**src/rtl/serial_adder_ctrl.sv**
```systemverilog
// serial_adder_ctrl: bit-serial add sequencer around one shared full-adder cell.
// Operands are latched on an accepted start. One bit per clock, LSB first, is
// driven to the external full adder. Its sum/carry are captured back each clock
// and the WIDTH-bit result is reported with a one-cycle done pulse.
module serial_adder_ctrl #(
    parameter int unsigned WIDTH = 8
) (
    input  logic             clk,
    input  logic             rst,
    input  logic             start,
    input  logic [WIDTH-1:0] a,
    input  logic [WIDTH-1:0] b,
    input  logic             cin,
    output logic             fa_a,
    output logic             fa_b,
    output logic             fa_cin,
    input  logic             fa_s,
    input  logic             fa_cout,
    output logic             busy,
    output logic             done,
    output logic [WIDTH-1:0] sum,
    output logic             cout,
    output logic             ovf
);

    localparam int unsigned CntW = $clog2(WIDTH + 1);
    localparam logic [CntW-1:0] CntLast = CntW'(WIDTH - 1);

    typedef enum logic [1:0] {
        StIdle,
        StRun,
        StDone
    } state_e;

    state_e           state_q;
    logic [WIDTH-1:0] a_sh_q;
    logic [WIDTH-1:0] b_sh_q;
    logic [WIDTH-1:0] sum_sh_q;
    logic             carry_q;
    logic [CntW-1:0]  cnt_q;
    logic [WIDTH-1:0] sum_q;
    logic             cout_q;
    logic             ovf_q;
    logic             busy_q;
    logic             done_q;

    // Sum shift register with the new bit entering at the MSB; the extra bit
    // keeps the slice legal when WIDTH is 1.
    logic [WIDTH:0]   sum_ext;
    logic [WIDTH-1:0] sum_shift;

    assign sum_ext   = {fa_s, sum_sh_q};
    assign sum_shift = sum_ext[WIDTH:1];

    // Full-adder drive is only live while running; idle/done present zeros.
    assign fa_a   = (state_q == StRun) & a_sh_q[0];
    assign fa_b   = (state_q == StRun) & b_sh_q[0];
    assign fa_cin = (state_q == StRun) & carry_q;

    assign busy = busy_q;
    assign done = done_q;
    assign sum  = sum_q;
    assign cout = cout_q;
    assign ovf  = ovf_q;

    // Sequencer FSM with datapath shift registers and registered result outputs.
    always_ff @(posedge clk or posedge rst) begin
        if (rst) begin
            state_q  <= StIdle;
            a_sh_q   <= '0;
            b_sh_q   <= '0;
            sum_sh_q <= '0;
            carry_q  <= 1'b0;
            cnt_q    <= '0;
            sum_q    <= '0;
            cout_q   <= 1'b0;
            ovf_q    <= 1'b0;
            busy_q   <= 1'b0;
            done_q   <= 1'b0;
        end else begin
            done_q <= 1'b0;
            case (state_q)
                // Done accepts a new request directly so back-to-back adds have no gap.
                StIdle, StDone: begin
                    if (start) begin
                        a_sh_q   <= a;
                        b_sh_q   <= b;
                        carry_q  <= cin;
                        sum_sh_q <= '0;
                        cnt_q    <= '0;
                        busy_q   <= 1'b1;
                        state_q  <= StRun;
                    end else begin
                        state_q  <= StIdle;
                    end
                end
                StRun: begin
                    sum_sh_q <= sum_shift;
                    a_sh_q   <= a_sh_q >> 1;
                    b_sh_q   <= b_sh_q >> 1;
                    carry_q  <= fa_cout;
                    cnt_q    <= cnt_q + CntW'(1);
                    if (cnt_q == CntLast) begin
                        // carry_q still holds the carry into the MSB on this edge.
                        sum_q   <= sum_shift;
                        cout_q  <= fa_cout;
                        ovf_q   <= fa_cout ^ carry_q;
                        busy_q  <= 1'b0;
                        done_q  <= 1'b1;
                        state_q <= StDone;
                    end
                end
                default: begin
                    busy_q  <= 1'b0;
                    state_q <= StIdle;
                end
            endcase
        end
    end

endmodule
```
**config.mk**
```make
export PLATFORM = sky130hd
export DESIGN_NAME = serial_adder_ctrl
export DESIGN_NICKNAME = d
export VERILOG_FILES = /design/src/rtl/serial_adder_ctrl.sv
export SDC_FILE = /design/constraint.sdc
export NUM_CORES = 1
export LEC_CHECK = 0
export BUFFER_PORTS_ARGS = -buffer_cell sky130_fd_sc_hd__buf_2
export CAP_MARGIN = 40
export CORE_UTILIZATION = 53
export CTS_CLUSTER_DIAMETER = 150
export CTS_CLUSTER_SIZE = 28
export DETAILED_ROUTE_END_ITERATION = 16
export PLACE_DENSITY = 0.77
export SLEW_MARGIN = 20
export SYNTH_ARGS = -nofsm -noshare
export SYNTH_HDL_FRONTEND = slang
export SYNTH_SLANG_ARGS = --single-unit
```
**constraint.sdc**
```tcl
create_clock -name clk -period 2.23 [get_ports clk]
set_clock_uncertainty 0.1 [all_clocks]
set_input_delay 0.223 -clock clk [delete_from_list [all_inputs] [get_ports clk]]
set_output_delay 0.223 -clock clk [all_outputs]
set_load 0.005 [all_outputs]
```
# Word level (Yosys, flattened, before mapping)
# Cells that the tools add are included.
# word_totals
input_bits,22
wordCells,45
out_inout_bits,15
register_bits,43
# op_classes
n_eq_ne,5
bitwise_logic,4
reduce_logical,6
muxes,18
addsub,1
# ops
operator,n
one-hot mux 8 bit (2 select lines),3
2-to-1 mux 8 bit,3
one-hot mux 4 bit (2 select lines),1
2-to-1 mux 1 bit,6
AND reduction 2 bit,3
"adder 4 x 1 -> 4 bit, second input constant",1
"== test 4 x 3 -> 1 bit, second input constant",1
2-to-1 mux 4 bit,1
one-hot mux 1 bit (2 select lines),2
one-hot mux 2 bit (2 select lines),1
bitwise AND 1 bit,3
"== test 2 x 1 -> 1 bit, second input constant",1
"== test 2 bit, second input constant",1
logical NOT 2 bit,1
2-to-1 mux 2 bit,1
"!= test 2 x 1 -> 1 bit, second input constant",1
"!= test 2 bit, second input constant",1
nonzero test 2 bit,1
OR reduction 2 bit,1
XOR 1 bit,1

# Logic depth before layout (Yosys ltp)
# depth
word_depth,4
depth_mapped,5
ltp_nobuf,4

# Worst setup path before layout
# OpenSTA, ideal clock, no wires.
# synth_path
kind,register to register
start,reg cnt_q[0]
end,reg cout_q (netlist: cout)
slack_ps,645
n_path_buf,1
stages_incl_launch_ff,6
required_time_ps,2005
setup_ps,125
arrival_ps,1360
period_less_slack_ps,1585
path_cell_list,dfrtp_1 ha_1 and3b_4 and2_4 buf_6 mux2_4
# synth_between
elab_chain_len,2
# synth_rtl
element,line,rtl
"start, declared",40,logic [CntW-1:0] cnt_q;
"start signal, assigned",102,cnt_q <= cnt_q + CntW'(1);
== test 4 x 3 -> 1 bit,103,if (cnt_q == CntLast) begin
AND reduction 2 bit (no source line),n/a,
"end signal, assigned",106,cout_q <= fa_cout;
"end, declared",42,logic cout_q;
# No other way between the ends.
# A chain may end at the register's enable or synchronous reset.

# Final worst setup path
# layout_path
start,reg state_q[0]
end,out fa_cin
# layout_between
elab_chain_len,2
# layout_rtl
element,line,rtl
"start, declared",35,state_e state_q;
"start signal, assigned",69,state_q <= StIdle;
"start signal, assigned",92,state_q <= StRun;
"start signal, assigned",94,state_q <= StIdle;
== test 2 x 1 -> 1 bit,58,assign fa_cin = (state_q == StRun) & carry_q;
bitwise AND 1 bit,58,
"end, declared",16,"output logic fa_cin,"
# No other way between the ends.

==> run_results.csv <==
group,metric,value,unit
outcome,status,"completed",
clock_network,htreeDepth,2,
clock_network,clockBufferDepth,2,
worst_hold_path,whs_endpoint,"a_sh_q[6]",
placement,place_congestion,0.734,
sta,min_period,2.03,ns
yosys,synthTopCellsByArea,"dfrtp_1 59%, mux2_4 6.8%, a22oi_1 6.3%",
yosys,syn_nets,167,
sta,hold_viol,0,
floorplanning,dieArea,3590,µm²
clock_network,postCtsSetupBuffers,0,
setup_path,required,1.91,ns
detailed_routing,drt-wirelength-per-cell,14.8,µm
power,p_switching,0.954,mW
clock_network,cts_tree,"done",
floorplanning,die_h,59.9,µm
power,pwr-share-comb,39.9,%
detailed_routing,via_per_inst,5.60,
global_route,overflow,0,
setup_path,worstPathArrival,1.71,ns
sta,fmax,492,MHz
setup_path,crit_fanout,18,
yosys,synth_top_area_cell,"dfrtp_1",
sta,period_share,91.1,%
detailed_routing,totalWireLength,3520,µm
detailed_routing,drtAntennaViolNets,0,
layout,diodes,0,
yosys,yosys.area_share.simple,13.3,%
yosys,ys_seq_area_share,59.2,%
yosys,synth.avg_cell_area,12.3,µm²
clock_network,clock-sinks,42,
global_route,grt_pass1_wl,5710,µm
sta,rsz0062_at_grt,"no",
floorplanning,pin_count,37,
layout,fillerInstances,242,
power,switching_share,35.2,%
setup_path,crit_path_start_kind,"register",
detailed_routing,drc_errors,0,
floorplanning,die_w,59.9,µm
flow_run,drv_cap,0,
global_route,grt_usage,22.5,%
placement,place_area,1980,µm²
layout,drive_above_1_share,30.6,%
setup_path,reg2reg_depth,3,
placement,dpl.hpwl,2310,µm
clock_network,cts_root_buf,"clkbuf_4",
yosys,synthAdderAreaFrac,0.705,%
sta,setup-tns-final,0,ns
yosys,muxShareOfSynthArea,8.53,%
placement,dp.cells,218,
worst_hold_path,worstHoldStart,"a[6]",
floorplanning,num_rows,20,
floorplanning,core,3130,µm²
setup_path,rr_endpoint,"sum[6]",
layout,fin_area,2150,µm²
setup_path,rr_startpoint,"state_q[0]",
detailed_routing,drt_iter0_drc,55,
power,pwr-share-seq,47.7,%
global_route,grt_start_max_net_pins,43,
yosys,syn_inst,144,
global_route,grt_pass1_vias,1217,
clock_network,insertion_delay,0.34,ns
setup_path,end_kind,"primary output",
yosys,synth_compound_area_share,13.3,%
clock_network,clk_pin_slew,0.12,ns
detailed_routing,firstDrtPassIters,4,
layout,final-instance-count-excl-fill,237,
floorplanning,start_util,56.8,%
power,intPower,1.76,mW
clock_network,cts_made_buffers,5,
yosys,synthXorXnorAreaFrac,0.987,%
sta,setup_viol,0,
yosys,yosysWarnings,0,
worst_hold_path,hp-class,"in2reg",
sta,worst_pin_slew,0.661,ns
sta,maxSlewViolCount,0,
setup_path,crit_type,"reg2out",
placement,io_buffers,36,
sta,max_slew_margin,56.0,%
worst_hold_path,min_path_cells,3,
yosys,synth_top_family_by_area,"compound AO/OA/AOI/OAI gates",
global_route,antenna_found_initial,0,
setup_path,regToRegSetupSlack,0.47,ns
power,power.leakage,1.08,nW
layout,nets,216,
power,vdd_drop_max,0.578,mV
yosys,synth_top_area_share,59.2,%
power,design_power_total,2.71,mW
layout,area_delta_synth_final,20.9,%
power,cellPowerDensity,1260,nW/µm²
detailed_routing,vias,1328,
yosys,syn_area,1780,µm²
yosys,ys_ff_latch,42,
power,power_frac_clock,12.4,%
yosys,ys_types,26,
==> kinds of logic after synthesis <==
kind of cell	count (synthesis)
compound gates	31
xor+xnor	2
fa+ha+maj	1
buf+inv	12
flops	42
mux	11
simple gates	45
==> worst max-delay path by stage <==
stage               start  endpoint  slack (ns)  cells after the start
2_1_floorplan    cnt_q[0]      cout        0.64                      5
3_3_place_gp   state_q[0]    sum[6]        0.58                      3
3_5_place_dp   state_q[0]    sum[6]        0.50                      3
4_1_cts        state_q[0]    fa_cin        0.19                      4
5_1_grt        state_q[0]    fa_cin        0.07                      4
6_report       state_q[0]    fa_cin        0.20                      4
==> Yosys cell counts, drive strengths merged <==
cell type and count:
o21a 1, nand2 16, inv 1, buf 10, mux2i 2, nor2b 3, o21ai 2, and2 5
ha 1, and3b 1, a21oi 2, nand3 15, nand4 1, a22oi 15, dfrtp 42, nor2 2
mux2 9, clkbuf 1, a22o 11, nand2b 2, xnor2 2
==> worst max-delay path: stages (launching register included) <==
cell     delay (ns)
dfrtp_1        0.42
nor2b_4        0.41
buf_4          0.30
and2_1         0.15
buf_2          0.10
==> per-layer routing <==
| layer | track usage [%] | wire [µm] | vias to the layer above |
|---|---|---|---|
| met1 | 29.2 | 1510 | 672 |
| met5 | 0 | 0 | - |
| li1 | - | - | 611 |
| met4 | 11.6 | 57 | 0 |
| met2 | 35.7 | 1810 | 38 |
| met3 | 4.55 | 136 | 7 |
==> metrics by stage <==
stage,util [%],setup slack (ns),hold slack (ns)
2_1_floorplan,-,0.645,0.251
3_3_place_gp,63.4,0.581,0.265
3_5_place_dp,63.4,0.504,0.290
4_1_cts,68.6,0.188,0.00193
5_1_grt,68.6,0.0709,0.00413
6_report,68.6,0.198,0.0138
==> repair_timing <==
| item | CTS | global route |
|---|---|---|
| hold buffers | 12 | 0 |
| resized for setup | 0 | 0 |
| hold endpoints to repair | 53 | 0 |
==> area by class of cell <==
cell class                 count  area (µm²)  share of cell area (%)
multi-input combinational     90         654                    30.5
sequential                    42        1050                    49.0
tap                           44        55.1                    2.56
clock buffer                   7        45.0                    2.10
timing repair buffer          53         338                    15.7
inverter                       1        3.75                   0.175
==> flip-flops by register name, indices dropped and copies added (netlist names) <==
name      cells
a_sh_q        8
b_sh_q        8
busy          1
carry_q       1
cnt_q         4
cout          1
done          1
ovf           1
state_q       2
sum           8
sum_sh_q      7
==> power by group through the flow <==
stage	Clock (mW)	Combinational [mW]	Sequential, mW
6_report	0.335	1.08	1.29
3_3_place_gp	0	1.02	1.28
4_1_cts	0.345	1.09	1.29
3_5_place_dp	0	1.08	1.31
2_1_floorplan	0	0.808	1.26
5_1_grt	0.373	1.20	1.33
==> placed cells by master, fill, tap and decap left out, types with 5 or more instances in the layout <==
master,n
dlygate4sd3_1,12
a22oi_1,15
a22o_1,11
buf_2,36
nand2_1,16
buf_4,5
nand3_1,15
clkbuf_4,5
dfrtp_1,42
mux2_4,8
(Power assumes the default switching activity.)
